$ cat src/rtl/sudoku_cell_store_if.sv
// Write-request / response channel of the Sudoku cell store.
// The master (keypad/cursor side) drives requests; the slave (cell store)
// drives ready and the one-cycle response pulse.
interface sudoku_cell_store_if #(
    parameter int VW = 4,
    parameter int IW = 4
);
    logic          wr_valid;
    logic          wr_ready;
    logic [IW-1:0] wr_row;
    logic [IW-1:0] wr_col;
    logic [VW-1:0] wr_value;
    logic          wr_given;
    logic          resp_valid;
    logic [1:0]    resp_code;

    modport master (
        output wr_valid, wr_row, wr_col, wr_value, wr_given,
        input  wr_ready, resp_valid, resp_code
    );

    modport slave (
        input  wr_valid, wr_row, wr_col, wr_value, wr_given,
        output wr_ready, resp_valid, resp_code
    );
endinterface

$ cat src/rtl/sudoku_cell_store.sv
// Guess/status grid for a BOX^2 x BOX^2 Sudoku. One write at a time is
// accepted, checked against its row, column and box over N cycles (one index
// k per cycle), then committed or rejected with a response code. Every
// request takes exactly N+1 cycles from acceptance to the response pulse.
module sudoku_cell_store #(
    parameter int BOX    = 3,
    parameter int STRICT = 1,
    parameter int VW     = $clog2(BOX*BOX+1),
    parameter int IW     = $clog2(BOX*BOX)
) (
    input  logic                                   clock,
    input  logic                                   reset_n,
    sudoku_cell_store_if.slave                     bus,
    input  logic                                   clear,
    input  logic [IW-1:0]                          rd_row,
    input  logic [IW-1:0]                          rd_col,
    output logic [VW-1:0]                          rd_value,
    output logic [1:0]                             rd_status,
    output logic [$clog2(BOX*BOX*BOX*BOX+1)-1:0]   filled_count
);
    localparam int N     = BOX * BOX;
    localparam int CELLS = N * N;
    localparam int XW    = $clog2(CELLS);
    localparam int CW    = $clog2(CELLS + 1);

    typedef enum logic [1:0] {
        IDLE   = 2'd0,
        CHECK  = 2'd1,
        COMMIT = 2'd2
    } state_t;

    // Flattened cell index, row-major.
    function automatic logic [XW-1:0] cell_idx(input logic [IW-1:0] r, input logic [IW-1:0] c);
        return XW'(32'(r) * 32'(N) + 32'(c));
    endfunction

    function automatic logic in_grid(input logic [IW-1:0] r, input logic [IW-1:0] c);
        return (32'(r) < 32'(N)) && (32'(c) < 32'(N));
    endfunction

    logic [VW-1:0] cell_value  [CELLS];
    logic [1:0]    cell_status [CELLS];

    state_t        state;
    logic [IW-1:0] k_r;
    logic [IW-1:0] row_r;
    logic [IW-1:0] col_r;
    logic [VW-1:0] value_r;
    logic          given_r;
    logic          range_r;
    logic          conflict_r;
    logic          resp_valid_r;
    logic [1:0]    resp_code_r;

    logic          accept_s;
    logic          clear_s;
    logic [IW-1:0] box_row_s;
    logic [IW-1:0] box_col_s;
    logic [XW-1:0] tgt_idx_s;
    logic [XW-1:0] row_idx_s;
    logic [XW-1:0] col_idx_s;
    logic [XW-1:0] box_idx_s;
    logic          hit_s;
    logic [1:0]    code_s;
    logic          write_s;
    logic [1:0]    new_status_s;
    logic          old_nz_s;
    logic          new_nz_s;
    logic [CW-1:0] given_count_s;

    assign bus.wr_ready   = (state == IDLE) && !clear;
    assign bus.resp_valid = resp_valid_r;
    assign bus.resp_code  = resp_code_r;
    assign accept_s       = bus.wr_valid && bus.wr_ready;
    assign clear_s        = clear && (state == IDLE);

    // Scan addressing and duplicate detection for the current k, plus commit decision.
    always_comb begin
        box_row_s = IW'(32'(BOX) * (32'(row_r) / 32'(BOX)) + 32'(k_r) / 32'(BOX));
        box_col_s = IW'(32'(BOX) * (32'(col_r) / 32'(BOX)) + 32'(k_r) % 32'(BOX));
        tgt_idx_s = cell_idx(row_r, col_r);
        row_idx_s = cell_idx(row_r, k_r);
        col_idx_s = cell_idx(k_r, col_r);
        box_idx_s = cell_idx(box_row_s, box_col_s);
        // A zero value never matches, so empty cells and erase requests never conflict.
        hit_s = (value_r != {VW{1'b0}}) && !range_r &&
                (((row_idx_s != tgt_idx_s) && (cell_value[row_idx_s] == value_r)) ||
                 ((col_idx_s != tgt_idx_s) && (cell_value[col_idx_s] == value_r)) ||
                 ((box_idx_s != tgt_idx_s) && (cell_value[box_idx_s] == value_r)));
        if (range_r) begin
            code_s = 2'd2;
        end else if ((cell_status[tgt_idx_s] == 2'd1) && !given_r) begin
            code_s = 2'd1;
        end else if (conflict_r) begin
            code_s = 2'd3;
        end else begin
            code_s = 2'd0;
        end
        write_s      = (code_s == 2'd0) || ((code_s == 2'd3) && (STRICT == 0));
        new_status_s = (value_r == {VW{1'b0}}) ? 2'd0 : (given_r ? 2'd1 : 2'd2);
        old_nz_s     = !range_r && (cell_value[tgt_idx_s] != {VW{1'b0}});
        new_nz_s     = (value_r != {VW{1'b0}});
    end

    // Number of given cells: the filled count that survives a clear.
    always_comb begin
        given_count_s = {CW{1'b0}};
        for (int i = 0; i < CELLS; i++) begin
            if (cell_status[i] == 2'd1) begin
                given_count_s = given_count_s + CW'(1);
            end else begin
                given_count_s = given_count_s;
            end
        end
    end

    // Request FSM: accept, scan k = 0..N-1, then issue the response pulse.
    always_ff @(posedge clock or negedge reset_n) begin
        if (!reset_n) begin
            state        <= IDLE;
            k_r          <= {IW{1'b0}};
            row_r        <= {IW{1'b0}};
            col_r        <= {IW{1'b0}};
            value_r      <= {VW{1'b0}};
            given_r      <= 1'b0;
            range_r      <= 1'b0;
            conflict_r   <= 1'b0;
            resp_valid_r <= 1'b0;
            resp_code_r  <= 2'd0;
        end else begin
            resp_valid_r <= 1'b0;
            case (state)
                IDLE: begin
                    if (accept_s) begin
                        row_r      <= bus.wr_row;
                        col_r      <= bus.wr_col;
                        value_r    <= bus.wr_value;
                        given_r    <= bus.wr_given;
                        range_r    <= !in_grid(bus.wr_row, bus.wr_col) ||
                                      (32'(bus.wr_value) > 32'(N));
                        conflict_r <= 1'b0;
                        k_r        <= {IW{1'b0}};
                        state      <= CHECK;
                    end else begin
                        state <= IDLE;
                    end
                end
                CHECK: begin
                    conflict_r <= conflict_r | hit_s;
                    if (k_r == IW'(N - 1)) begin
                        state <= COMMIT;
                    end else begin
                        k_r <= k_r + IW'(1);
                    end
                end
                COMMIT: begin
                    resp_valid_r <= 1'b1;
                    resp_code_r  <= code_s;
                    state        <= IDLE;
                end
                default: begin
                    state <= IDLE;
                end
            endcase
        end
    end

    // Grid storage and filled count: clear of user cells, or commit of the pending write.
    always_ff @(posedge clock or negedge reset_n) begin
        if (!reset_n) begin
            for (int i = 0; i < CELLS; i++) begin
                cell_value[i]  <= {VW{1'b0}};
                cell_status[i] <= 2'd0;
            end
            filled_count <= {CW{1'b0}};
        end else if (clear_s) begin
            for (int i = 0; i < CELLS; i++) begin
                if (cell_status[i] == 2'd2) begin
                    cell_value[i]  <= {VW{1'b0}};
                    cell_status[i] <= 2'd0;
                end
            end
            filled_count <= given_count_s;
        end else if ((state == COMMIT) && write_s) begin
            cell_value[tgt_idx_s]  <= value_r;
            cell_status[tgt_idx_s] <= new_status_s;
            if (old_nz_s && !new_nz_s) begin
                filled_count <= filled_count - CW'(1);
            end else if (!old_nz_s && new_nz_s) begin
                filled_count <= filled_count + CW'(1);
            end
        end
    end

    // Registered read port; sees the grid as it was before any same-edge write.
    always_ff @(posedge clock or negedge reset_n) begin
        if (!reset_n) begin
            rd_value  <= {VW{1'b0}};
            rd_status <= 2'd0;
        end else if (in_grid(rd_row, rd_col)) begin
            rd_value  <= cell_value[cell_idx(rd_row, rd_col)];
            rd_status <= cell_status[cell_idx(rd_row, rd_col)];
        end else begin
            rd_value  <= {VW{1'b0}};
            rd_status <= 2'd0;
        end
    end
endmodule

$ cat src/flat_wrapper.sv
// flat-port wrapper written by rule: the top's interface ports become plain ports
module sudoku_cell_store_flat 
#(
    parameter int BOX    = 3,
    parameter int STRICT = 1,
    parameter int VW     = $clog2(BOX*BOX+1),
    parameter int IW     = $clog2(BOX*BOX)
)
  (clock, reset_n, clear, rd_row, rd_col, rd_value, rd_status, filled_count, bus_wr_valid, bus_wr_row, bus_wr_col, bus_wr_value, bus_wr_given, bus_wr_ready, bus_resp_valid, bus_resp_code);
  sudoku_cell_store_if #(.VW(VW), .IW(IW)) bus_i ();
  input  logic clock;
  input  logic reset_n;
  input  logic clear;
  input  logic [IW-1:0] rd_row;
  input  logic [IW-1:0] rd_col;
  output logic [VW-1:0] rd_value;
  output logic [1:0] rd_status;
  output logic [$clog2(BOX*BOX*BOX*BOX+1)-1:0] filled_count;
  input wire logic [$bits(bus_i.wr_valid)-1:0] bus_wr_valid;
  input wire logic [$bits(bus_i.wr_row)-1:0] bus_wr_row;
  input wire logic [$bits(bus_i.wr_col)-1:0] bus_wr_col;
  input wire logic [$bits(bus_i.wr_value)-1:0] bus_wr_value;
  input wire logic [$bits(bus_i.wr_given)-1:0] bus_wr_given;
  output wire logic [$bits(bus_i.wr_ready)-1:0] bus_wr_ready;
  output wire logic [$bits(bus_i.resp_valid)-1:0] bus_resp_valid;
  output wire logic [$bits(bus_i.resp_code)-1:0] bus_resp_code;
  assign bus_i.wr_valid = bus_wr_valid;
  assign bus_i.wr_row = bus_wr_row;
  assign bus_i.wr_col = bus_wr_col;
  assign bus_i.wr_value = bus_wr_value;
  assign bus_i.wr_given = bus_wr_given;
  assign bus_wr_ready = bus_i.wr_ready;
  assign bus_resp_valid = bus_i.resp_valid;
  assign bus_resp_code = bus_i.resp_code;
  sudoku_cell_store #(.BOX(BOX), .STRICT(STRICT), .VW(VW), .IW(IW)) u_core (.clock(clock), .reset_n(reset_n), .bus(bus_i), .clear(clear), .rd_row(rd_row), .rd_col(rd_col), .rd_value(rd_value), .rd_status(rd_status), .filled_count(filled_count));
endmodule
$ cat config.mk
export PLATFORM = sky130hd
export DESIGN_NAME = sudoku_cell_store_flat
export DESIGN_NICKNAME = d
export VERILOG_FILES = /design/src/rtl/sudoku_cell_store_if.sv /design/src/rtl/sudoku_cell_store.sv /design/src/flat_wrapper.sv
export SDC_FILE = /design/constraint.sdc
export NUM_CORES = 2
export LEC_CHECK = 0
export BUFFER_PORTS_ARGS = -buffer_cell sky130_fd_sc_hd__buf_2
export CAP_MARGIN = 20
export CORE_AREA = 2 2 369 371
export DETAILED_ROUTE_END_ITERATION = 16
export DIE_AREA = 0 0 371 373
export GPL_TIMING_DRIVEN = 0
export PLACE_DENSITY = 0.55
export REMOVE_ABC_BUFFERS = 1
export SLEW_MARGIN = 20
export SYNTH_ARGS = -nofsm -noshare
export SYNTH_HDL_FRONTEND = slang
export SYNTH_SLANG_ARGS = --single-unit
$ cat constraint.sdc
create_clock -name clock -period 37.4 [get_ports clock]
set_clock_uncertainty 0.15 [all_clocks]
set_input_delay 3.74 -clock clock [delete_from_list [all_inputs] [get_ports clock]]
set_output_delay 3.74 -clock clock [all_outputs]
set_load 0.02 [all_outputs]
**Yosys cells after proc, flatten, opt, wreduce, memory -nomap -nowiden**

Cells that the tools add are included.

- Order comparisons: 11
- Multiplexer cells: 294
- Bitwise logic cells: 6
- Add/subtract/negate cells: 90
- Reductions and logical operators: 118
- Equality and inequality tests: 256
- $mul: 6
- Divide/modulo/power cells: 4

Operator list:

| cell | number |
|---|---|
| $mux 324 | 2 |
| $mux 7 | 84 |
| $add 7x1->7 const B | 80 |
| $mux 4 | 95 |
| $bwmux 324 | 1 |
| $mux 162 | 2 |
| $mux 2 | 93 |
| $reduce_and 2->1 | 84 |
| $eq 2x1->1 const B | 83 |
| $eq 2x2->1 const B | 82 |
| $ne 2x2->1 const B | 82 |
| $bwmux 162 | 1 |
| $bmux 4 s7 | 5 |
| $div 4x2->32 const B | 3 |
| $mul 2x32->4 const A | 2 |
| $ge 8x8->1 const B | 5 |
| $not 7->8 | 5 |
| $add 7x4->7 | 5 |
| $mod 4x2->32 const B | 1 |
| $bmux 2 s7 | 2 |
| $demux 4 s7 | 1 |
| $mul 4x4->7 const B | 4 |
| $ne 7x7->1 | 3 |
| $logic_and 1x1->1 | 16 |
| 24 further kinds | 44 |

- Word-level logic and storage cells: 960
- Bits of input ports: 25
- Flip-flop bits (word level): 523
- Output and inout bits: 17

**Logic depth before layout (Yosys ltp)**

- Depth after elaboration: 163
- Mapped depth: 224
- Depth with buffers taken out: 224

**Worst setup path before layout**

OpenSTA, ideal clock, no wires.

- Path type: reg-to-reg
- From: reg u_core.cell_status[161] (netlist name)
- To: reg u_core.filled_count[6]
- Period minus slack after synthesis: 37.028 ns
- Arrival time: 36.750 ns
- Path buffers: 0
- Setup time: 0.127 ns
- Cell stages (with the launch flop): 210
- Data required time: 37.123 ns
- Setup slack: 0.372 ns
- Cells stage by stage: dfrtp_1 -> nor2b_1 -> inv_1 -> ha_1 -> nor3b_1 -> a31o_2 -> xor2_1 -> mux2_2 -> ha_1 -> nor3b_1 -> a31oi_1 -> o21ai_1 -> inv_1 -> ha_1 -> nand2_1 -> nand2_1 -> ha_1 -> nor3b_1 -> [174 not listed] -> ha_1 -> mux2i_1 -> inv_1 -> ha_1 -> nand2_1 -> o21ai_0 -> ha_1 -> mux2_2 -> ha_1 -> mux2_2 -> ha_1 -> nand2_1 -> or3_1 -> nand2_1 -> maj3_1 -> nand2_1 -> xor2_1 -> o21ai_1

- Cells in the longest elaborated chain, start to end: 163
- Elaborated cells between the ends (all ways): 174
- Those cells by class: add/sub: 80; eq/ne: 2; mux: 87; reduce/logical: 5

RTL lines:

| item | RTL line | source |
|---|---|---|
| start: declaration | sudoku_cell_store.sv:42 | `logic [1:0] cell_status [CELLS];` |
| start signal: indexed assignment | sudoku_cell_store.sv:186 | `cell_status[tgt_idx_s] <= new_status_s;` |
| $eq 2x1->1 | sudoku_cell_store.sv:109 | `if (cell_status[i] == 2'd1) begin` |
| $mux 1 | sudoku_cell_store.sv:109 |  |
| $add 1x1->2 | sudoku_cell_store.sv:110 | `given_count_s = given_count_s + CW'(1);` |
| $mux 7 | sudoku_cell_store.sv:109 |  |
| $add 7x1->7 | sudoku_cell_store.sv:110 |  |
| $mux 7 | sudoku_cell_store.sv:109 |  |
| $add 7x1->7 | sudoku_cell_store.sv:110 |  |
| $mux 7 | sudoku_cell_store.sv:109 |  |
| [147 not listed] | -- |  |
| $mux 7 | sudoku_cell_store.sv:109 |  |
| $add 7x1->7 | sudoku_cell_store.sv:110 |  |
| $mux 7 | sudoku_cell_store.sv:109 |  |
| $add 7x1->7 | sudoku_cell_store.sv:110 |  |
| $mux 7 | sudoku_cell_store.sv:109 |  |
| $add 7x1->7 | sudoku_cell_store.sv:110 |  |
| $mux 7 | sudoku_cell_store.sv:109 |  |
| $mux 7 | sudoku_cell_store.sv:176 | `end else if (clear_s) begin` |
| end signal: assignment | sudoku_cell_store.sv:175 | `filled_count <= {CW{1'b0}};` |
| end signal: assignment | sudoku_cell_store.sv:183 | `filled_count <= given_count_s;` |
| end signal: assignment | sudoku_cell_store.sv:188 | `filled_count <= filled_count - CW'(1);` |
| end: declaration | sudoku_cell_store.sv:19 | `output logic [$clog2(BOX*BOX*BOX*BOX+1)-1:0] filled_count` |

Several ways; a longest one is shown, not always the timed one. The select of a mux whose other input is x is not followed.
A chain may end at the register's enable or synchronous reset.

**Worst setup path in the final report**

Same ends and word-level chain as after synthesis.

==> flow_summary_export.csv <==
group,metric,value,unit
run_status,status,"finished with violations",
run_status,failed_checks,"negative setup slack",
critical_path,cp_data_arrival_time,37.85,ns
finish,n_fill_cell,12540,
clock_network,path_clk_slew,0.06,ns
critical_path,cpMostUsedCell,"ha_4",
placement,numPortBuffers,41,
timing,fin_ws,-0.04494,ns
synth,ys_ff_latch,523,
critical_path,start_kind,"flop",
synth,async_flop_share,100.0,%
hold_path,hold-path-cell-count,2,
critical_path,path_depth,210,
global_routing,antenna_found_initial,9,
synth,synth-xor-area-share,11.13,%
synth,synth_compound_area_share,18.06,%
synth,synth.area.top_cells,"dfrtp_1 24%, mux4_2 20%, nand2_1 7.2%",
finish,finalNonFillerCells,7629,
clock_network,cts_buffer_depth,3,
critical_path,crit_slowest_cell,"dfrtp_2",
die,fp.dieH,373,microns
flow_run,maxCapViolations,0,
synth,synthesis.instances,5762,
global_routing,grt_usage,28.94,%
die,die_w,371,microns
detailed_routing,drt_iter0_markers,6039,
finish,area_delta_synth_final,16.47,%
synth,synth_area,0.05343,sq mm
synth,synth_top_area_share,24.49,%
synth,synthSimpleGateAreaFrac,17.12,%
timing,tightest_slew,1.201,ns
placement,gp_congestion,0.9486,
clock_network,cts_buffers,61,
clock_network,clock_latency,0.71,ns
finish,final_core_util,46.23,%
detailed_routing,firstDrtPassIters,9,
clock_network,cts_hold_buffers,0,
timing,finalHoldViolations,0,
global_routing,grt_overflow_total,0,
timing,grt_setup_unrepaired,"true",
timing,setup_viol,1,
critical_path,cp_num_buf_inv,9,
timing,period_share,100.1,%
hold_path,min_path_type,"reg -> reg",
die,coreArea,0.1346,sq mm
synth,synth_top_family_by_area,"multiplexers",
critical_path,path_max_fanout,3,
detailed_routing,drc_errors,0,
synth,synth_ff_type,"dfrtp_1",
global_routing,grt_pass1_wl,304400,microns
detailed_routing,ant_nets,0,
clock_network,cts_tree,"built",
synth,yosysWarnings,0,
synth,synth_mux_area_share,21.35,%
die,start_util,39.69,%
timing,finalSetupTns,-0.04494,ns
synth,synth.avg_cell_area,9.273,sq um
placement,dp.cells,7294,
critical_path,critPathMaxStageDelay,0.43,ns
critical_path,path_class,"reg -> reg",
finish,finalNetCount,5978,
finish,layout-drive-gt1-share,23.28,%
global_routing,grt_pass1_vias,46320,
die,row_count,135,
critical_path,path_delay_family,"compound AO/OA/AOI/OAI gates",
detailed_routing,drt_wl_total,205500,microns
detailed_routing,wl_per_cell,26.94,microns
timing,min_period,37.44,ns
global_routing,grt_max_degree,96,
detailed_routing,viasPerCell,6.462,
die,io_pins,42,
synth,synth_edf_count,0,
die,dieArea,0.1384,sq mm
critical_path,reg2reg_depth,210,
timing,fmax,26.71,MHz
detailed_routing,via_count,49300,
critical_path,required,37.80,ns
synth,synthAdderAreaFrac,3.948,%
timing,whs,0.3365,ns
synth,yosysSeqAreaShare,24.49,%
clock_network,clock-sinks,523,
critical_path,end_kind,"flop",
synth,ys_types,105,
clock_network,htree_levels,2,
clock_network,cts-root-buf,"clkbuf_16",
timing,maxSlewHeadroom,19.80,%
placement,dp_hpwl,150100,microns
synth,yosysTopAreaCell,"dfrtp_1",
timing,drv_slew,0,
flip-flops by register name, indices dropped and copies added, names as in the netlist, 4 cells and up:
name and flops:
u_core.cell_status 162, u_core.cell_value 324, u_core.col_r 4, u_core.filled_count 7, u_core.k_r 4, u_core.rd_value 4
u_core.row_r 4, u_core.value_r 4
cells in the final DEF (no fill, tap or decap), types with 18 or more instances in the layout:
| cell | synthesis | final |
|---|---|---|
| a211oi_1 | 33 | 29 |
| nand2b_1 | 51 | 49 |
| dfrtp_1 | 523 | 522 |
| ha_1 | 147 | 103 |
| and2_1 | 25 | 24 |
| ha_4 | 0 | 44 |
| buf_16 | 0 | 39 |
| o31ai_1 | 512 | 507 |
| and3_1 | 24 | 23 |
| buf_2 | 5 | 49 |
| clkbuf_16 | 0 | 62 |
| xnor2_4 | 20 | 20 |
| nand3_1 | 86 | 84 |
| xor2_2 | 12 | 20 |
| buf_6 | 4 | 24 |
| o21ai_1 | 8 | 67 |
| buf_4 | 9 | 227 |
| xnor2_2 | 23 | 64 |
| nor4_1 | 40 | 37 |
| a31oi_1 | 55 | 47 |
| nor3_1 | 155 | 150 |
| nand2_1 | 1031 | 1004 |
| buf_12 | 0 | 22 |
| xnor2_1 | 309 | 268 |
| a21oi_2 | 0 | 20 |
| o22ai_1 | 49 | 47 |
| mux4_2 | 471 | 471 |
| nand3b_1 | 18 | 18 |
| o211ai_1 | 30 | 30 |
| o21ai_0 | 346 | 266 |
| xor2_1 | 138 | 125 |
| mux2i_1 | 56 | 51 |
| or3_1 | 32 | 29 |
| nand4_1 | 29 | 29 |
| nor2b_1 | 162 | 147 |
| nor2_1 | 269 | 250 |
| inv_1 | 132 | 125 |
| a21o_1 | 22 | 22 |
| a21oi_1 | 202 | 177 |
through the flow:
| step | cell area (sq um) | setup slack (ns) |
|---|---|---|
| 6_report | 62230 | -0.04494 |
| 5_1_grt | 62230 | -1.969 |
| 2_1_floorplan | 51850 | 0.1180 |
| 3_5_place_dp | 56760 | -5.421 |
| 3_3_place_gp | 54280 | -5.423 |
| 4_1_cts | 61320 | 0.0006324 |
cell families after synthesis:
| group | count (synthesis) |
|---|---|
| compound gates | 1454 |
| mux | 548 |
| flops | 523 |
| simple gates | 2001 |
| fa+ha+maj | 162 |
| buf+inv | 534 |
| xor+xnor | 540 |
area by class of cell:
type | count | area (sq um) | area share [%]
antenna | 1 | 2.502 | 0.004021
clock buffer | 80 | 1759 | 2.827
clock inverter | 36 | 483.0 | 0.7761
inverter | 134 | 505.5 | 0.8123
multi-input combinational | 4705 | 40310 | 64.77
sequential | 523 | 13090 | 21.03
tap | 1781 | 2228 | 3.581
timing repair buffer | 369 | 3854 | 6.193
final timing paths:
kind | startpoint | endpoint | slack (ns)
setup / recovery | u_core.cell_status[161]$_DFFE_PN0P_ | u_core.filled_count[6]$_DFFE_PN0P_ | -0.04
hold / removal | u_core.bus.resp_code[1]$_DFFE_PN0P_ | u_core.bus.resp_code[1]$_DFFE_PN0P_ | 0.34
setup reg to reg | u_core.cell_status[161]$_DFFE_PN0P_ | u_core.filled_count[6]$_DFFE_PN0P_ | -0.04
hold reg to reg | u_core.bus.resp_code[1]$_DFFE_PN0P_ | u_core.bus.resp_code[1]$_DFFE_PN0P_ | 0.34
max in group asynchronous | reset_n | u_core.cell_status[48]$_DFFE_PN0P_ | 32.94
min in group asynchronous | reset_n | u_core.k_r[1]$_DFFE_PN0P_ | 2.83
worst register-to-register path: cells and delay by family, from the launching register on:
family | cells | cell delay [ns]
DFF | 1 | 0.43
AOI/OAI and AO/OA | 71 | 11.58
xor gates and xnor gates | 33 | 4.85
and+or+nand+nor | 45 | 5.79
buffers and inverters | 9 | 0.84
muxes | 10 | 2.34
adders and majority gates | 42 | 11.27
routing by layer:
metal | up-vias | wire length (microns) | GRT usage (%)
li1 | 21770 | - | -
met1 | 24300 | 81130 | 38.73
met2 | 2691 | 90010 | 43.42
met3 | 525 | 24030 | 8.327
met4 | 10 | 10280 | 12.55
met5 | - | 78 | 0
repair_timing:
item                       in CTS  in global routing
setup endpoints to repair       6                  6
resized for setup             197                107
pin swaps                     151                176
setup buffers                 182                 43
synthesized netlist by cell type, drive strengths merged, types with 10 or more instances:
library cell,number
a311oi,19
xnor2,352
a31oi,55
o311ai,14
mux4,471
o31ai,512
o32ai,10
nor4,41
o211ai,30
or3,32
o21ai,355
mux2i,57
or4,14
nand3,86
o22ai,49
o21a,10
a21oi,202
and2,27
nor2b,163
xor2,155
nand4,30
buf,69
ha,147
nor3b,12
or2,10
fa,12
mux2,20
a21o,22
clkbuf,330
o221ai,12
a211oi,33
nor3,155
nor4b,13
nand2,1031
and3,24
dfrtp,523
o2111ai,15
nor2,273
inv,132
xnor3,28
nand2b,51
nand3b,18
Power is not shown: default switching activity piles up to over one toggle a cycle in this logic, so the estimate is an artifact.
